===== src/rtl/muldiv_pkg.sv =====
// muldiv_pkg: funct codes and state encoding shared by the mult/div sequencer
package muldiv_pkg;
  localparam logic [5:0] FUNCT_MULTU = 6'h19;
  localparam logic [5:0] FUNCT_DIVU  = 6'h1B;
  localparam logic [5:0] FUNCT_MTHI  = 6'h11;
  localparam logic [5:0] FUNCT_MTLO  = 6'h13;
  localparam logic [1:0] S_IDLE = 2'd0;
  localparam logic [1:0] S_MUL  = 2'd1;
  localparam logic [1:0] S_DIV  = 2'd2;
  localparam logic [1:0] S_DONE = 2'd3;
endpackage


===== src/rtl/muldiv_addsub.sv =====
// muldiv_addsub: WIDTH+1-bit adder/subtractor; y[WIDTH] is carry on add, borrow on sub
module muldiv_addsub #(
  parameter int WIDTH = 32
) (
  input  logic [WIDTH-1:0] a,
  input  logic [WIDTH-1:0] b,
  input  logic             sub,
  output logic [WIDTH:0]   y
);
  assign y = {1'b0, a} + ({1'b0, b} ^ {(WIDTH+1){sub}}) + {{WIDTH{1'b0}}, sub};
endmodule


===== src/rtl/muldiv_sequencer.sv =====
// muldiv_sequencer: iterative MULTU/DIVU unit owning HI/LO, plus MTHI/MTLO writes
module muldiv_sequencer
  import muldiv_pkg::*;
#(
  parameter int WIDTH = 32
) (
  input  logic             clk,
  input  logic             reset,
  input  logic             start,
  input  logic [5:0]       funct,
  input  logic [WIDTH-1:0] rs_data,
  input  logic [WIDTH-1:0] rt_data,
  output logic             busy,
  output logic             done,
  output logic [WIDTH-1:0] hi,
  output logic [WIDTH-1:0] lo
);
  localparam int CW = $clog2(WIDTH);
  logic [1:0]       state_q, state_d;
  logic [CW-1:0]    cnt_q, cnt_d;
  logic [WIDTH-1:0] hi_q, hi_d, lo_q, lo_d, opnd_q, opnd_d;
  logic             is_div, running;
  logic [WIDTH-1:0] sh_hi, as_a, as_b;
  logic [WIDTH:0]   sum;
  assign is_div  = state_q == S_DIV;
  assign running = (state_q == S_MUL) || is_div;
  assign sh_hi   = {hi_q[WIDTH-2:0], lo_q[WIDTH-1]};
  assign as_a    = is_div ? sh_hi : hi_q;
  assign as_b    = (is_div || lo_q[0]) ? opnd_q : '0;
  muldiv_addsub #(.WIDTH(WIDTH)) u_addsub (
    .a  (as_a),
    .b  (as_b),
    .sub(is_div),
    .y  (sum)
  );
  // opnd holds the multiplicand in MUL and the divisor in DIV
  always_comb begin
    state_d = state_q;
    cnt_d   = cnt_q;
    hi_d    = hi_q;
    lo_d    = lo_q;
    opnd_d  = opnd_q;
    if (running) begin
      hi_d    = is_div ? (sum[WIDTH] ? sh_hi : sum[WIDTH-1:0]) : sum[WIDTH:1];
      lo_d    = is_div ? {lo_q[WIDTH-2:0], ~sum[WIDTH]} : {sum[0], lo_q[WIDTH-1:1]};
      cnt_d   = cnt_q + CW'(1);
      state_d = (cnt_q == CW'(WIDTH-1)) ? S_DONE : state_q;
    end else begin
      state_d = S_IDLE;
      if (start) begin
        case (funct)
          FUNCT_MULTU: begin
            opnd_d  = rs_data;
            hi_d    = '0;
            lo_d    = rt_data;
            cnt_d   = '0;
            state_d = S_MUL;
          end
          FUNCT_DIVU: begin
            opnd_d  = rt_data;
            hi_d    = '0;
            lo_d    = rs_data;
            cnt_d   = '0;
            state_d = S_DIV;
          end
          FUNCT_MTHI: hi_d = rs_data;
          FUNCT_MTLO: lo_d = rs_data;
          default: ;
        endcase
      end
    end
  end
  always_ff @(posedge clk) begin
    if (!reset) begin
      state_q <= S_IDLE;
      cnt_q   <= '0;
      hi_q    <= '0;
      lo_q    <= '0;
      opnd_q  <= '0;
    end else begin
      state_q <= state_d;
      cnt_q   <= cnt_d;
      hi_q    <= hi_d;
      lo_q    <= lo_d;
      opnd_q  <= opnd_d;
    end
  end
  assign busy = running;
  assign done = state_q == S_DONE;
  assign hi   = hi_q;
  assign lo   = lo_q;
endmodule


===== config.mk =====
export PLATFORM = sky130hd
export DESIGN_NAME = muldiv_sequencer
export DESIGN_NICKNAME = d
export VERILOG_FILES = /design/src/rtl/muldiv_pkg.sv /design/src/rtl/muldiv_addsub.sv /design/src/rtl/muldiv_sequencer.sv
export SDC_FILE = /design/constraint.sdc
export NUM_CORES = 1
export LEC_CHECK = 0
export CAP_MARGIN = 15
export CORE_MARGIN = 3
export CORE_UTILIZATION = 35
export DETAILED_ROUTE_END_ITERATION = 10
export SYNTH_ARGS = -nofsm -noshare
export SYNTH_HDL_FRONTEND = slang
export SYNTH_HIERARCHICAL = 1
export SYNTH_SLANG_ARGS = --single-unit

===== constraint.sdc =====
create_clock -name clk -period 4.8 [get_ports clk]
set_clock_uncertainty 0.1 [all_clocks]
set_input_delay 1.44 -clock clk [delete_from_list [all_inputs] [get_ports clk]]
set_output_delay 1.44 -clock clk [all_outputs]
set_load 0.01 [all_outputs]

Word level (Yosys, flattened, before mapping). Index checks and enable logic that the tools add are counted.

Magnitude comparators: 0. Shifts and indexed selects: 0. Eq/ne operators: 9. Reductions and logical operators: 13. $mul: 0. Bitwise gates (word level): 3. Add/sub/neg operators: 3. Div/mod/pow operators: 0. Mux-type cells: 19.

Operators with widths (count): $mux W32 (9); $pmux W32 S2 (3); $add A32 B33 Y33 (1); $add A33 B1 Y33 (1); $xor A32 B33 Y33 (1); $eq A6 B5 Y1 const B (4); $mux W5 (3); $mux W2 (3); $reduce_and A2 Y1 (3); $reduce_bool A2 Y1 (3); $reduce_bool A3 Y1 (2); $add A5 B1 Y5 const B (1); $eq A5 B5 Y1 const B (1); $eq A2 B2 Y1 const B (2); $pmux W2 S2 (1); $reduce_or A2 Y1 (2); $reduce_and A3 Y1 (1); $eq A2 B1 Y1 const B (1); $logic_or A1 B1 Y1 (2); $ne A2 B1 Y1 const B (1); $not A1 Y1 (2).

Logic and storage cells: 52. Bits in read-only memories: 0. RAM bits: 0. Bits of input ports: 73. Latch bits: 0. Memories: 0. Output and inout port bits: 66. Bits in registers: 103.

Longest topological paths before layout. Gate-level depths: netlist (run 1).

Word-level depth: 9. Gate-level depth with buffers: 23. Depth with buffers taken out: 18.

Hierarchy. Netlist (run 1), hierarchy kept.

By module, submodules not included: muldiv_sequencer (area each 6198.4 µm², cells an instance 746, instances 1); muldiv_addsub (area each 2134.5 µm², cells an instance 306, instances 1).

Least setup slack after synthesis (run 1). OpenSTA, ideal clock, no wires.

Path type: register -> register. Start: register state_q[0]. End: register hi_q[13], in the netlist hi[13]. Path buffers: 5. Setup slack: 533 ps. Arrival time: 4045 ps. Stages on the path, launching flop included: 24. Setup time: 122 ps. Data required time: 4578 ps. Cells stage by stage: dfxtp_1 -> inv_1 -> ha_1 -> clkbuf_1 -> buf_2 -> nor2_1 -> clkbuf_1 -> nor2b_1 -> xor2_1 -> inv_1 -> fa_1 -> nor2b_1 -> o311a_1 -> o21ai_1 -> o21ai_1 -> nor2_1 -> o31ai_1 -> xor2_1 -> buf_4 -> buf_2 -> mux2i_1 -> a211oi_1 -> a21oi_1 -> a21oi_1.

Cells in the longest elaborated chain, start to end: 9.

Ends and longest elaborated chain: start, declared (RTL line muldiv_sequencer.sv:19) `logic [1:0] state_q, state_d;`; start signal, assigned (RTL line muldiv_sequencer.sv:81) `state_q <= state_d;`; $eq A2 B2 Y1 (RTL line muldiv_sequencer.sv:25) `assign is_div = state_q == S_DIV;`; net is_div (RTL line muldiv_sequencer.sv:22) `logic is_div, running;`; $logic_or A1 B1 Y1 (RTL line muldiv_sequencer.sv:29) `assign as_b = (is_div || lo_q[0]) ? opnd_q : '0;`; $mux W32 (RTL line muldiv_sequencer.sv:29); net as_b[1] (RTL line muldiv_sequencer.sv:23) `logic [WIDTH-1:0] sh_hi, as_a, as_b;`; $xor A32 B33 Y33 (RTL line muldiv_addsub.sv:10) `assign y = {1'b0, a} + ({1'b0, b} ^ {(WIDTH+1){sub}}) + {{WIDTH{1'b0}}, sub};`; $add A32 B33 Y33 (RTL line muldiv_addsub.sv:10); $add A33 B1 Y33 (RTL line muldiv_addsub.sv:10); net sum[32] (RTL line muldiv_sequencer.sv:24) `logic [WIDTH:0] sum;`; $mux W32 (2 in series) (RTL line muldiv_sequencer.sv:44) `hi_d = is_div ? (sum[WIDTH] ? sh_hi : sum[WIDTH-1:0]) : sum[WIDTH:1];`; $mux W32 (RTL line muldiv_sequencer.sv:43) `if (running) begin`; end signal, assigned (RTL line muldiv_sequencer.sv:83) `hi_q <= hi_d;`; end, declared (RTL line muldiv_sequencer.sv:21) `logic [WIDTH-1:0] hi_q, hi_d, lo_q, lo_d, opnd_q, opnd_d;`.

The timed path passes the listed nets, and every way through them passes these cells. A chain may end at the register's enable or synchronous reset.

Worst setup path after layout (run 1).
Start: register state_q[0]. End: register hi_q[12], in the netlist hi[12].

RTL lines: $eq A2 B2 Y1 (RTL line muldiv_sequencer.sv:25); net is_div (RTL line muldiv_sequencer.sv:22); $mux W32 (RTL line muldiv_sequencer.sv:28) `assign as_a = is_div ? sh_hi : hi_q;`; net as_a[22] (RTL line muldiv_sequencer.sv:23); $add A32 B33 Y33 (RTL line muldiv_addsub.sv:10); $add A33 B1 Y33 (RTL line muldiv_addsub.sv:10); net sum[32] (RTL line muldiv_sequencer.sv:24); $mux W32 (2 in series) (RTL line muldiv_sequencer.sv:44); $mux W32 (RTL line muldiv_sequencer.sv:43).

The timed path passes the listed nets, and every way through them passes these cells.

==> results.md, run 1 <==
* Status: completed
* CP Depth at 17
* Initial antenna violation count at 0
* # IOs at roughly 140
* Hold path depth at 2
* Hold Startpoint: cnt_q[4]
* DRC errors left at 0
* Largest family of logic cells by synthesized area: compound AO/OA/AOI/OAI gates
* Adder-cell share of the synthesized area at 0.0550
* Flops & latches, synth at ~100
* Maxcap violations at 0
* H-tree depth at 3
* Leak at approximately 4.0 nW
* HP Class: reg -> reg
* DR vias/cell at roughly 5.7
* Worst Path Arrival at 4.53 ns
* Die Y at 160 um
* Post-DRT Antenna Nets at 0
* R2r startpoint: state_q[0]
* Placement Setup Slack at around 0.32 ns
* Cell taking the most area after synthesis: dfxtp_1
* Slew Limit Fails at 0
* Asr flop ratio synth at 0
* Std cell rows at 55
* Worst slew pin tran at 1.07 ns
* Drt total wl at 27400 um
* WS Path Type: reg -> reg
* Final setup margin at ~0.39 ns
* Synth top area share at 0.247
* Grt total ovfl at 0
* Largest net degree at the start of global routing at 69
* Final setup vio count at 0
* Mux contribution to synthesized area at 0.158
* Synth area leaders: dfxtp_1 25%, mux2i_1 11%, a21oi_1 6.2%, nand2_1 5.8%, ha_1 5.3%
* Fraction of layout cells with a size suffix above 1 at 0.0756
* Setup tns final at 0 ns
* HPWL after DPL at 19900 um
* Warnings from Yosys at 6
* Via count at ~8300
* Critical Path Start Type: register
* CTS resizes at 0
* Net count, final at 1243
* Synth Area in XOR/XNOR at 0.0641
* Main synth FF type: dfxtp_1
* Period utilization at 0.920
* Syn nets at roughly 1200
* Post-synth EDFFs at 0
* Clk sinks at just over 100
* Starting DRT DRC Count at between 600 and 700
* Total GRT Usage at 0.208
* Peak supply drop at ~260 uV
* First-pass iteration count of the detailed router at 7
* Post-CTS setup buffer count at 0
* Synth Area in Simple Gates at 0.152
* Initial Util at 0.363
* Hold-fix buffers at CTS at 0
* Crit-path max FO at 68
* Avg WL per Cell at about 19 um
* Top post-synthesis cells by count: 129 x nand2_1, 104 x a21oi_1, 103 x dfxtp_1, 94 x mux2i_1, 70 x o21ai_0
* Worst R2R Setup Slack at ~0.39 ns
* Most frequent cell after synthesis: nand2_1
* P&R area growth vs syn at 22.5%
* Tmin final at roughly 4.4 ns
* Layout Utilization at 0.444
* Cell count after synthesis at 1052
* RSZ-0062 raised after global routing: no
* Max Freq at 227 MHz
* Mapped Area at 0.00833 mm2
* Relative slew slack at 0.285
* Worst Setup End Kind: register
* Pwr dens at roughly 500 mW/mm2
* Core Area at between 0.02 and 0.025 mm2
* Worst path max stage delay at ~0.42 ns
* Delay-heaviest family, CP: compound AO/OA/AOI/OAI gates
* TritonCTS buffer count at 9
* Post-synthesis sequential area ratio at 0.247
* CTS tree: yes
* Syn_area_per_cell at around 7.9 um2
* Clock root buffer: clkbuf_16
* Die Wd at ~160 um
* First-pass GRT wire length at 43600 um
* Die Area at 0.0257 mm2
* Final GP Congestion at between 0.8 and 0.9
* Post-synthesis compound-gate area fraction at 0.265
* IO buf count at between 100 and 150
* Final hold vios at 0
* Slowest cell on crit path: ha_1
* Critical path startpoint: state_q[0]
* CTS clk-pin slew, worst paths at 0.07 ns
* Ant. Diodes at 0
* Worst path bufs/invs at 3
* Later-pin clock latency in the skew report at ~0.35 ns
* Worst-path cell chain: inv_1 -> ha_4 -> buf_12 -> mux2_2 -> ha_1 -> nand4_1 -> a211oi_1 -> a22oi_1 -> o21ai_1 -> nor2_1 -> o31ai_2 -> xor2_4 -> buf_12 -> mux2i_1 -> a211oi_1 -> a21oi_1 -> a21oi_1
* CP required at about 4.9 ns
* Cell variety after synth at 66
* Vias in the first global route at around 7800
* Cells on worst reg2reg path at 17
* Clk buf depth at 2
* Power Total at approximately 5.0 mW
[report_power, final]
group,switching (mW),internal [mW]
combinational,1.70,1.24
clock,0.352,0.460
sequential,0.255,1.03
total,2.30,2.73
[per-layer routing]
layer  share of wire  GRT usage
met1            0.45      0.284
met2            0.47      0.340
met3           0.063     0.0369
met4           0.021     0.0501
met5               0          0
[worst paths after layout]
check                  end
setup / recovery    hi[12]
hold / removal    cnt_q[4]
setup reg to reg    hi[12]
hold reg to reg   cnt_q[4]
[cell usage in the layout (no fill, tap or decap), types with 30 or more instances in the layout]
master           instances
mux2i_1                 94
a21oi_1                103
o221ai_1                30
nand2_1                129
mux2_2                  33
a31oi_1                 37
o21ai_1                 32
nor2b_1                 35
o21ai_0                 69
a211oi_1                35
clkdlybuf4s50_1        137
xor2_1                  44
dfxtp_1                103
nor2_1                  52
ha_1                    34
[worst min-delay path, stage by stage, from the launching register on]
cell,delay [ns]
dfxtp_1,0.31
nand3_1,0.06
a21boi_0,0.07
[registers in the layout (all words and copies together), names as in the netlist]
name and count:
opnd_q 32, state_q 2, hi 32, cnt_q 5, lo 32
[cells by family after synthesis]
family,count (synthesis)
AOI/OAI and AO/OA,356
xor gates and xnor gates,61
adders and majority gates,36
buffers and inverters,101
DFF,103
muxes,127
and+or+nand+nor,268
[area by class of cell]
type,instances,area [um2]
Sequential cell,103,2060
Fill cell,2362,12800
Clock inverter,4,77.6
Multi-Input combinational cell,848,5820
Clock buffer,11,233
Inverter,13,48.8
Tap cell,313,392
Timing Repair Buffer,159,1570
[through the flow]
stage	hold slack, ns	cells	cell area, um2
after floorplan	0.356	1052	8330
after detailed placement	0.391	1436	9890
after CTS	0.403	1451	10200
after global routing	0.428	1451	10200
after global placement	0.365	1436	9890
final	0.397	1451	10200
No activity file was read; power rests on OpenSTA's default activity.
==> run 2: changes to the inputs <==
--- a/config.mk
+++ b/config.mk
@@ -9,6 +9,7 @@
 export CORE_MARGIN = 3
 export CORE_UTILIZATION = 35
 export DETAILED_ROUTE_END_ITERATION = 10
+export SKIP_LAST_GASP = 1
 export SYNTH_ARGS = -nofsm -noshare
 export SYNTH_HDL_FRONTEND = slang
 export SYNTH_HIERARCHICAL = 1
==> results of run 2 <==
The final DEF is identical to that of run 1; final timing and power are the same.
==> run 3: changes to the inputs <==
--- a/config.mk
+++ b/config.mk
@@ -7,9 +7,9 @@
 export LEC_CHECK = 0
 export CAP_MARGIN = 15
 export CORE_MARGIN = 3
-export CORE_UTILIZATION = 35
+export CORE_UTILIZATION = 48
 export DETAILED_ROUTE_END_ITERATION = 10
-export SKIP_LAST_GASP = 1
+export PLACE_DENSITY = 0.73
 export SYNTH_ARGS = -nofsm -noshare
 export SYNTH_HDL_FRONTEND = slang
 export SYNTH_HIERARCHICAL = 1
==> run 3 against run 2 <==
Net effect:
- total power is 0.36% higher
- global-route usage is 6.1 points higher
- final area decreased by 0.81%
- utilization is 16 points higher
- non-clock buffer count did not move
- sequential power barely moved
==> results.md, run 3 (same netlist as run 1, synthesis figures left out) <==
* Worst R2R Setup Slack at around 0.34 ns
* Final setup vio count at 0
* Clock root buffer: clkbuf_16
* CTS tree: yes
* P&R area growth vs syn at 21.5%
* TritonCTS buffer count at 9
* Placed cell areas at slightly below 0.01 mm2
* Grt total ovfl at 0
* Commonest non-fill, non-tap cell in the layout: clkdlybuf4s50_1
* Top Metal Used: met4
* Largest net degree at the start of global routing at 66
* R2r startpoint: state_q[0]
* Period utilization at 0.928
* Via count at roughly 8200
* HPWL after DPL at 18500 um
* Post-route cell area at just over 0.01 mm2
* Initial antenna violation count at 0
* Crit-path max FO at 34
* Ant. Diodes at 0
* Worst slew pin tran at 0.676 ns
* Final Hold Slack at 0.411 ns
* Net count, final at 1243
* Peak supply drop at 303 uV
* DR vias/cell at approximately 6
* HP Class: reg -> reg
* Maxcap violations at 0
* CP required at around 5.0 ns
* Layout Utilization at 0.604
* Core Area at 0.0168 mm2
* Relative slew slack at 0.549
* Die Area at approximately 0.019 mm2
* Hold-fix buffers at CTS at 0
* Final GP Congestion at between 0.9 and 1
* Worst setup path endpoint: hi[12]
* Setup tns final at 0 ns
* Avg WL per Cell at 19.0 um
* First-pass iteration count of the detailed router at 5
* Clk buf depth at 2
* Worst Path Arrival at between 4 and 5 ns
* Most frequent cells in the layout: 137 x clkdlybuf4s50_1, 129 x nand2_1, 103 x a21oi_1, 103 x dfxtp_1, 94 x mux2i_1
* Final hold vios at 0
* DRC errors left at 0
* Post-DRT Antenna Nets at 0
* Placed insts at 1342
* CTS clk-pin slew, worst paths at 0.07 ns
* Routed length on met3 at ~1600 um
* H-tree depth at 3
* Post-CTS setup buffer count at 0
* IO buf count at between 100 and 150
* Std cell rows at 47
* RSZ-0062 raised after global routing: no
* Clk sinks at just over 100
* Status: completed
* # IOs at 139
* Total GRT Usage at 0.268
* Critical path startpoint: state_q[0]
* First-pass GRT wire length at between 40000 and 50000 um
* Starting DRT DRC Count at between 700 and 800
* Tmin final at between 4 and 5 ns
* Filler instances at 1584
* Metal2 WL at between 10000 and 15000 um
* Cells on worst reg2reg path at 19
* WS Path Type: reg -> reg
* Initial Util at 0.497
* Reg2reg end: hi[12]
* Critical Path Start Type: register
* Drt total wl at approximately 26000 um
* Die Y at 138 um
* Met1 wire length at about 11000 um
* Leak at roughly 4 nW
* Vias in the first global route at 7765
* Die Wd at about 140 um
* Later-pin clock latency in the skew report at 0.36 ns
* Max Freq at 224 MHz
* Final cell count without fillers at around 1400
* Pwr dens at between 400 and 500 mW/mm2
* Worst Setup End Kind: register
* Slew Limit Fails at 0
* CTS resizes at 0
* Fraction of layout cells with a size suffix above 1 at 0.0764
-- run 3: changes by cell type in the layout (fill, tap and decap cells not counted), sizes merged --
cell	delta
clkinvlp	+1
clkbuf	-1
-- run 3: power breakdown --
part / total [mW] / internal (mW) / switching [mW]
Clock: 0.830 / 0.476 / 0.354
Combinational: 2.95 / 1.25 / 1.70
Sequential: 1.27 / 1.03 / 0.242
Total: 5.05 / 2.76 / 2.30
-- run 3: how the worst min path moves through the flow --
stage | endpoint | slack [ns] | cells past startpoint | start
after floorplan | cnt_q[4] | 0.36 | 2 | cnt_q[4]
after global routing | cnt_q[0] | 0.42 | 2 | cnt_q[0]
after CTS | cnt_q[0] | 0.40 | 2 | cnt_q[0]
final | cnt_q[1] | 0.41 | 2 | cnt_q[1]
after global placement | cnt_q[4] | 0.37 | 2 | cnt_q[4]
after detailed placement | cnt_q[0] | 0.39 | 2 | cnt_q[0]
-- run 3: final cells by class --
class | count | area [um2] | share of cell area
Tap cell | 220 | 275 | 0.0272
Clock buffer | 10 | 239 | 0.0236
Multi-Input combinational cell | 848 | 5820 | 0.575
Clock inverter | 5 | 90.1 | 0.00890
Inverter | 13 | 48.8 | 0.00482
Timing Repair Buffer | 159 | 1590 | 0.157
Sequential cell | 103 | 2060 | 0.204
-- run 3: per-stage QoR --
stage | power [mW] | setup slack [ns]
6_report | 5.05 | 0.344
2_1_floorplan | 3.25 | 0.533
5_1_grt | 5.41 | 0.0348
4_1_cts | 5.03 | 0.374
3_3_place_gp | 4.14 | 0.492
3_5_place_dp | 4.18 | 0.401
-- run 3: per-layer routing --
metal	GRT usage	vias up
met4	0.0812	0
met2	0.457	268
li1	-	4018
met3	0.0489	53
met1	0.346	3832
met5	0	-
-- run 3: critical path: stages, from the launching register on --
cell and delay, ns:
dfxtp_1 0.37, inv_1 0.09, ha_4 0.22, nor2_2 0.16, buf_4 0.28, nor2b_1 0.09
xor2_1 0.16, ha_1 0.44, nand4_1 0.23, a211oi_1 0.27, a22oi_1 0.09, o21ai_1 0.14
nor2_1 0.10, o31ai_1 0.50, xor2_4 0.20, buf_12 0.27, mux2i_1 0.12, a211oi_1 0.32
a21oi_1 0.07, a21oi_1 0.15
